**config.mk**
```make
export PLATFORM = sky130hd
export DESIGN_NAME = rv32im_alu_control
export DESIGN_NICKNAME = d
export VERILOG_FILES = /design/src/rtl/rv32im_alu_control.sv
export SDC_FILE = /design/constraint.sdc
export NUM_CORES = 1
export LEC_CHECK = 0
export CORE_MARGIN = 4
export CORE_UTILIZATION = 35
export CTS_CLUSTER_SIZE = 12
export DETAILED_ROUTE_END_ITERATION = 8
export PLACE_DENSITY = 0.73
export SLEW_MARGIN = 20
export SYNTH_ARGS = -nofsm -noshare
export SYNTH_HDL_FRONTEND = slang
export SYNTH_SLANG_ARGS = --single-unit
```
**constraint.sdc**
```tcl
create_clock -name clk -period 1.7 [get_ports clk]
set_input_delay 0.34 -clock clk [delete_from_list [all_inputs] [get_ports clk]]
set_output_delay 0.34 -clock clk [all_outputs]
set_load 0.05 [all_outputs]
```
**src/rtl/rv32im_alu_control.sv**
```systemverilog
// ALU control decoder for the RV32IM ID/EX boundary: maps alu_op/funct3/funct7
// to a 4-bit ALU code, an M-extension select and an illegal-encoding flag, registered.
module rv32im_alu_control (
    input  logic       clk,
    input  logic       rst_n,
    input  logic       en,
    input  logic [1:0] alu_op,
    input  logic [2:0] funct3,
    input  logic [6:0] funct7,
    output logic [3:0] alu_control,
    output logic       mdu_en,
    output logic [2:0] mdu_op,
    output logic       illegal
);

    localparam logic [3:0] ALU_ADD  = 4'b0000;
    localparam logic [3:0] ALU_SUB  = 4'b0001;
    localparam logic [3:0] ALU_SLL  = 4'b0010;
    localparam logic [3:0] ALU_SLT  = 4'b0011;
    localparam logic [3:0] ALU_SLTU = 4'b0100;
    localparam logic [3:0] ALU_XOR  = 4'b0101;
    localparam logic [3:0] ALU_SRL  = 4'b0110;
    localparam logic [3:0] ALU_SRA  = 4'b0111;
    localparam logic [3:0] ALU_OR   = 4'b1000;
    localparam logic [3:0] ALU_AND  = 4'b1001;

    localparam logic [1:0] OP_MEM    = 2'b00;
    localparam logic [1:0] OP_BRANCH = 2'b01;
    localparam logic [1:0] OP_RTYPE  = 2'b10;

    localparam logic [6:0] F7_BASE = 7'b0000000;
    localparam logic [6:0] F7_ALT  = 7'b0100000;
    localparam logic [6:0] F7_MDU  = 7'b0000001;

    logic [3:0] alu_control_d, alu_control_q;
    logic       mdu_en_d, mdu_en_q;
    logic [2:0] mdu_op_d, mdu_op_q;
    logic       illegal_d, illegal_q;

    // funct3 -> ALU code for the base (funct7=0) encodings shared by R and I types
    function automatic logic [3:0] base_op(input logic [2:0] f3);
        logic [3:0] code;
        case (f3)
            3'b000:  code = ALU_ADD;
            3'b001:  code = ALU_SLL;
            3'b010:  code = ALU_SLT;
            3'b011:  code = ALU_SLTU;
            3'b100:  code = ALU_XOR;
            3'b101:  code = ALU_SRL;
            3'b110:  code = ALU_OR;
            default: code = ALU_AND;
        endcase
        return code;
    endfunction

    always_comb begin
        alu_control_d = ALU_ADD;
        mdu_en_d      = 1'b0;
        mdu_op_d      = 3'b000;
        illegal_d     = 1'b0;
        case (alu_op)
            OP_MEM: begin
                alu_control_d = ALU_ADD;
            end
            OP_BRANCH: begin
                alu_control_d = ALU_SUB;
            end
            OP_RTYPE: begin
                case (funct7)
                    F7_BASE: alu_control_d = base_op(funct3);
                    F7_ALT: begin
                        case (funct3)
                            3'b000:  alu_control_d = ALU_SUB;
                            3'b101:  alu_control_d = ALU_SRA;
                            default: illegal_d     = 1'b1;
                        endcase
                    end
                    F7_MDU: begin
                        mdu_en_d = 1'b1;
                        mdu_op_d = funct3;
                    end
                    default: illegal_d = 1'b1;
                endcase
            end
            default: begin
                // I-type: funct7 only matters for the shift-immediate encodings
                case (funct3)
                    3'b001: begin
                        if (funct7 == F7_BASE) alu_control_d = ALU_SLL;
                        else                   illegal_d     = 1'b1;
                    end
                    3'b101: begin
                        if (funct7 == F7_BASE)     alu_control_d = ALU_SRL;
                        else if (funct7 == F7_ALT) alu_control_d = ALU_SRA;
                        else                       illegal_d     = 1'b1;
                    end
                    default: alu_control_d = base_op(funct3);
                endcase
            end
        endcase
    end

    always_ff @(posedge clk) begin
        if (!rst_n) begin
            alu_control_q <= ALU_ADD;
            mdu_en_q      <= 1'b0;
            mdu_op_q      <= 3'b000;
            illegal_q     <= 1'b0;
        end else if (en) begin
            alu_control_q <= alu_control_d;
            mdu_en_q      <= mdu_en_d;
            mdu_op_q      <= mdu_op_d;
            illegal_q     <= illegal_d;
        end
    end

    assign alu_control = alu_control_q;
    assign mdu_en      = mdu_en_q;
    assign mdu_op      = mdu_op_q;
    assign illegal     = illegal_q;

endmodule

```
==> results.toml, run 1 <==
[route]
routed_wl_um = 1880
wl_per_cell_um = 13.0
vias = 760
drt-met1-wl_um = 819
route.met3.wl_um = 99
final_antenna_net_count = 0
vias_per_cell = 5.24
dr.first_iter.drc_count = 26
first_pass_iters = 4
maxUsedRoutingLayer = "met4"
wl_met2_um = 931
drc = 0

[clocking]
clkLatencyLatePin_ps = 260
cts_buffer_depth = 2
cts_sinks = 9
clockRootBuffer = "clkbuf_4"
h-tree-depth = 1
cts_made_buffers = 3
cts.clk_slew.worst_paths_ps = 60
cts_hold_buf = 0
cts_tree = "done"

[synth]
synth_common_cells = "nor2_1 (12), dfxtp_1 (9), buf_2 (6)"
yosys.area_share.simple_pct = 32.3
synthXorXnorAreaFrac_pct = 1.41
avgSynthCellArea_um2 = 7.79
yosysTopAreaCell = "dfxtp_1"
synth_compound_area_share_pct = 27.3
ys_ff_latch = 9
synthTopCellsByArea = "dfxtp_1 (29%), nor2_1 (7.2%), nand2b_1 (5.0%), buf_2 (4.8%), a22oi_1 (4.8%)"
synth_cell_types = 35
yosysMostFrequentCell = "nor2_1"
yosys_warnings = 0
synth_top_family_by_area = "simple AND/OR/NAND/NOR gates"
synth.net_count = 95
synthFlopType = "dfxtp_1"
synth-async-reset-ratio_pct = 0
syn_inst = 80
synth_edf_count = 0
synth_fa_ha_area_share_pct = 0
ys_seq_area_share_pct = 28.9
synthMuxAreaShare_pct = 1.61
synth_area_um2 = 623
synth_top_area_share_pct = 28.9

[power]
ir_drop_mv = 0.212
power_frac_seq_pct = 39.3
comb_power_share_pct = 30.9
leakage_nw = 0.452
p_sw_share_pct = 29.2
power_w = 0.000555
intPower_w = 0.000393
p_switching_w = 0.000162
clockPowerShare_pct = 29.9
p_per_area_mw_per_mm2 = 547

[global_route]
grt_pass1_wl_um = 2970
grt_overflow = 0
antenna_found_initial = 0
grt_util_all_layers_pct = 15.3
grt_max_degree = 10
grt_pass1_vias = 695

[die]
initial_core_util_pct = 39.1
fp.dieH_um = 50.2
coreArea_mm2 = 0.00159
die_x_um = 50.2
dieArea_mm2 = 0.00252
io_pins = 24
rows = 14

[layout]
diodes = 0
drive_gt1_share_pct = 30.6
area_growth_pct = 62.9
nets = 137
fillers = 138

[worst_setup_path]
cp_max_fo = 7
endpoint_kind = "register"
path_class = "input port to register"
r2r_cells = 2
worst_ep_required_time_ps = 1900
cp-start-kind = "input port"
arrival_ps = 1850

[place]
dp_hpwl_um = 1470
io_buffers = 23
dp_worst_setup_slack_ps = -213
gp_congestion = 0.884

[timing]
finalHoldViolCount = 0
finalClockSkew_ps = 0
setup_viol_count_final = 0
slew_headroom_pct = 74.9
fin_crit_ps = 1650
worst_pin_slew_ps = 375
rsz0062_at_grt = "false"
whs_ps = 467
fin_ws_ps = 46.7
fmax_mhz = 605
period_share_pct = 97.3
slew_violations = 0

[hold_path]
hold_depth = 2
hp-class = "register to register"

[run]
maxCapViolCount = 0

[run_status]
status = "finished, final reports clean"
placed cells by master, fill, tap and decap left out, types with 2 or more instances in the layout:
cell             Yosys  layout
buf_4                1      30
nand2b_1             5       5
clkdlybuf4s50_1      0      11
o21ai_0              2       2
a22oi_1              4       4
nand2_1              5       5
inv_1                3       3
o31ai_1              2       2
nand3_1              2       2
a21oi_1              5       5
nor2_1              12      12
dlymetal6s2s_1       0       3
or4_1                2       2
dfxtp_1              9       9
clkbuf_4             0       3
worst max-delay path: stages:
cell and delay [ps]:
clkdlybuf4s50_1 690, nand2b_1 160, o2bb2ai_1 70, or4_1 510, nand3_1 80
state kept, by name, summed over array words and instances (netlist names):
name	cells
mdu_op	3
alu_control	4
mdu_en	1
illegal	1
path summary, 6_finish.rpt:
kind / from / to / slack, ps
max reg2reg: mdu_op[2] / mdu_op[2] / 1050
max: funct3[0] / alu_control[0] / 50
min: alu_control[3] / alu_control[3] / 470
min reg2reg: alu_control[3] / alu_control[3] / 470
what timing repair did:
action,4_1_cts,5_1_grt
resized for setup,0,3
buffers inserted,0,0
setup endpoints to repair,0,2
metal layers:
metal / global-route usage [%] / up-vias
met5: 0 / -
li1: - / 377
met3: 2.37 / 5
met2: 27.4 / 23
met1: 17.3 / 355
met4: 8.29 / 0
per-stage QoR:
| step | std cells | TNS (ps) | utilization, % | instance area, um^2 |
|---|---|---|---|---|
| floorplan | 80 | 0 | - | 623 |
| global placement | 141 | -905 | 61.5 | 981 |
| detailed placement | 141 | -1120 | 61.5 | 981 |
| CTS | 145 | 0 | 63.2 | 1010 |
| global route | 145 | 0 | 63.7 | 1010 |
| finish | 145 | 0 | 63.7 | 1010 |
final cells by class:
class | instances | area, um^2 | share of cell area [%]
Multi-Input combinational cell | 60 | 390 | 38.5
Timing Repair Buffer | 44 | 373 | 36.7
Sequential cell | 9 | 180 | 17.8
Tap cell | 24 | 30.0 | 2.96
Clock buffer | 4 | 26.3 | 2.59
Inverter | 4 | 15.0 | 1.48
power by group through the flow:
| stage | Sequential, W | Combinational, W | Clock, W |
|---|---|---|---|
| after floorplan | 0.000240 | 0.0000654 | 0 |
| after global placement | 0.000223 | 0.000167 | 0 |
| after detailed placement | 0.000223 | 0.000170 | 0 |
| after CTS | 0.000218 | 0.000171 | 0.000168 |
| after global routing | 0.000219 | 0.000183 | 0.000181 |
| final | 0.000218 | 0.000172 | 0.000166 |
logic make-up (layout without fill, tap and decap cells):
logic type                after synthesis  in the layout
muxes                                   1              1
AOI/OAI and AO/OA                      24             24
and+or+nand+nor                        34             34
buffers and inverters                  11             52
DFF                                     9              9
xor gates and xnor gates                1              1
Power figures use the tool's default switching activity.
==> run 2, diff against run 1 <==
GPL_ROUTABILITY_DRIVEN = 1   (was not set)
==> results of run 2 <==
No change in the layout: final DEF, timing and power equal those of run 1.
==> run 3, diff against run 2 <==
CORE_UTILIZATION = 42   (was 35)
PLACE_DENSITY = 0.84   (was 0.73)
==> run 3 against run 2 <==
  * Critical path depth grew 1
  * Die area fell by 14%
  * Global-route usage up 3.6 points
  * Sequential power about the same
  * Non-clock buffer count fell by 2
  * Critical path type unchanged
  * Clock skew unchanged
  * Count of clock-buffer cells in the layout stayed put
  * Hold slack got worse by 4.1 ps
  * Combinational power down 4%
  * Critical endpoint is now mdu_op[1]
  * Final cell count shrank 7.6%
==> results.toml, run 3 (synthesis gave the netlist of run 1 again) <==
[run_status]
status = "finished, final reports clean"

[clocking]
cts_tree = "done"
cts_made_buffers = 3
clockRootBuffer = "clkbuf_4"
cts_sinks = 9
cts_buffer_depth = 2
cts.clk_slew.worst_paths_ps = 60
h-tree-depth = 1
clkLatencyLatePin_ps = 250
post-cts-setup-buffer-count = 0

[global_route]
grt_overflow = 0
grt_util_all_layers_pct = 18.9
grt_max_degree = 10
antenna_found_initial = 0
grt_pass1_vias = 715
grt_pass1_wl_um = 2940

[route]
drt-met1-wl_um = 677
vias = 745
maxUsedRoutingLayer = "met4"
dr.first_iter.drc_count = 26
route.met3.wl_um = 113
final_antenna_net_count = 0
first_pass_iters = 4
drc = 0
routed_wl_um = 1750
vias_per_cell = 5.56
wl_met2_um = 922
wl_per_cell_um = 13.1

[layout]
nets = 135
design_area_um2 = 991
final_common_cell = "buf_4"
fillers = 116
area_growth_pct = 59.0
largest_reg_flops = 4
fin_util_pct = 73.4
fin_cells = 134
diodes = 0
final_cell_mix = "buf_4 (28), nor2_1 (12), clkdlybuf4s50_1 (10), dfxtp_1 (9)"
seqCellArea_um2 = 180
multi_input_area_um2 = 390
drive_gt1_share_pct = 29.4

[die]
fp.dieH_um = 46.5
coreArea_mm2 = 0.00135
rows = 13
die_x_um = 46.5
dieArea_mm2 = 0.00216
initial_core_util_pct = 46.2
io_pins = 24

[place]
io_buffers = 23
dp.cells = 130
dp_worst_setup_slack_ps = -230
gp_congestion = 0.874
place_area_um2 = 955
dp_hpwl_um = 1460

[worst_setup_path]
cp_slowest_stage_delay_ps = 440
cp-start-kind = "input port"
worst_ep_required_time_ps = 1890
endpoint_kind = "register"
cp_cell_sequence = "clkdlybuf4s50_1 -> nor4_4 -> nand2b_1 -> and4bb_1 -> a22oi_1 -> nor2_1"
path_class = "input port to register"
cp_max_fo = 4
cp_slowest_cell = "clkdlybuf4s50_1"
r2r_cells = 2
arrival_ps = 1790

[timing]
finalClockSkew_ps = 0
fin_crit_ps = 1600
worst_pin_slew_ps = 335
period_share_pct = 93.9
rsz0062_at_grt = "false"
slew_violations = 0
slew_headroom_pct = 77.3
finalHoldViolCount = 0
setup_viol_count_final = 0
fin_ws_ps = 104
fmax_mhz = 627
whs_ps = 462

[power]
ir_drop_mv = 0.282
leakage_nw = 0.452
p_per_area_mw_per_mm2 = 550

[hold_path]
hold_depth = 2
hp-class = "register to register"

[run]
maxCapViolCount = 0
## run 3: through the flow
step           power (W)  TNS, ps
5_1_grt         0.000576        0
3_3_place_gp    0.000384     -903
3_5_place_dp    0.000387    -1530
6_report        0.000545        0
4_1_cts         0.000549        0
2_1_floorplan   0.000305        0
## run 3: final timing paths
check / start / endpoint / slack [ps]
setup / recovery: funct7[3] / mdu_op[1] / 100
hold / removal: alu_control[3] / alu_control[3] / 460
setup reg to reg: mdu_op[1] / mdu_op[1] / 1010
hold reg to reg: alu_control[3] / alu_control[3] / 460
## run 3: cell type report
type | instances | area share, %
clock buffers | 4 | 2.65
inverters | 4 | 1.52
multi-input cells | 60 | 39.4
flip-flops and latches | 9 | 18.2
well taps | 15 | 1.89
repair buffers | 42 | 36.4
## run 3: where the power goes
group          switching [W]  leakage (nW)  total, W  internal (W)
clock network      0.0000713        0.0150  0.000162     0.0000903
registers         0.00000236        0.0730  0.000218      0.000216
logic              0.0000807         0.364  0.000165     0.0000842
total               0.000154         0.452  0.000545      0.000390
## run 3: critical path: cells and delay by family
kind / cells / cell delay (ps)
and+or+nand+nor: 4 / 910
buffers and inverters: 1 / 440
AOI/OAI and AO/OA: 1 / 100
## run 3: what timing repair did
action,in CTS,in global routing
hold buffers,0,0
gates resized for setup,0,5
endpoints found under the setup margin,0,6
## run 3: metal layers
| metal | global-route usage, % | vias to the layer above |
|---|---|---|
| met3 | 2.34 | 6 |
| met1 | 21.5 | 331 |
| met4 | 8.52 | 0 |
| met5 | 0 | - |
| met2 | 34.3 | 34 |
| li1 | - | 374 |
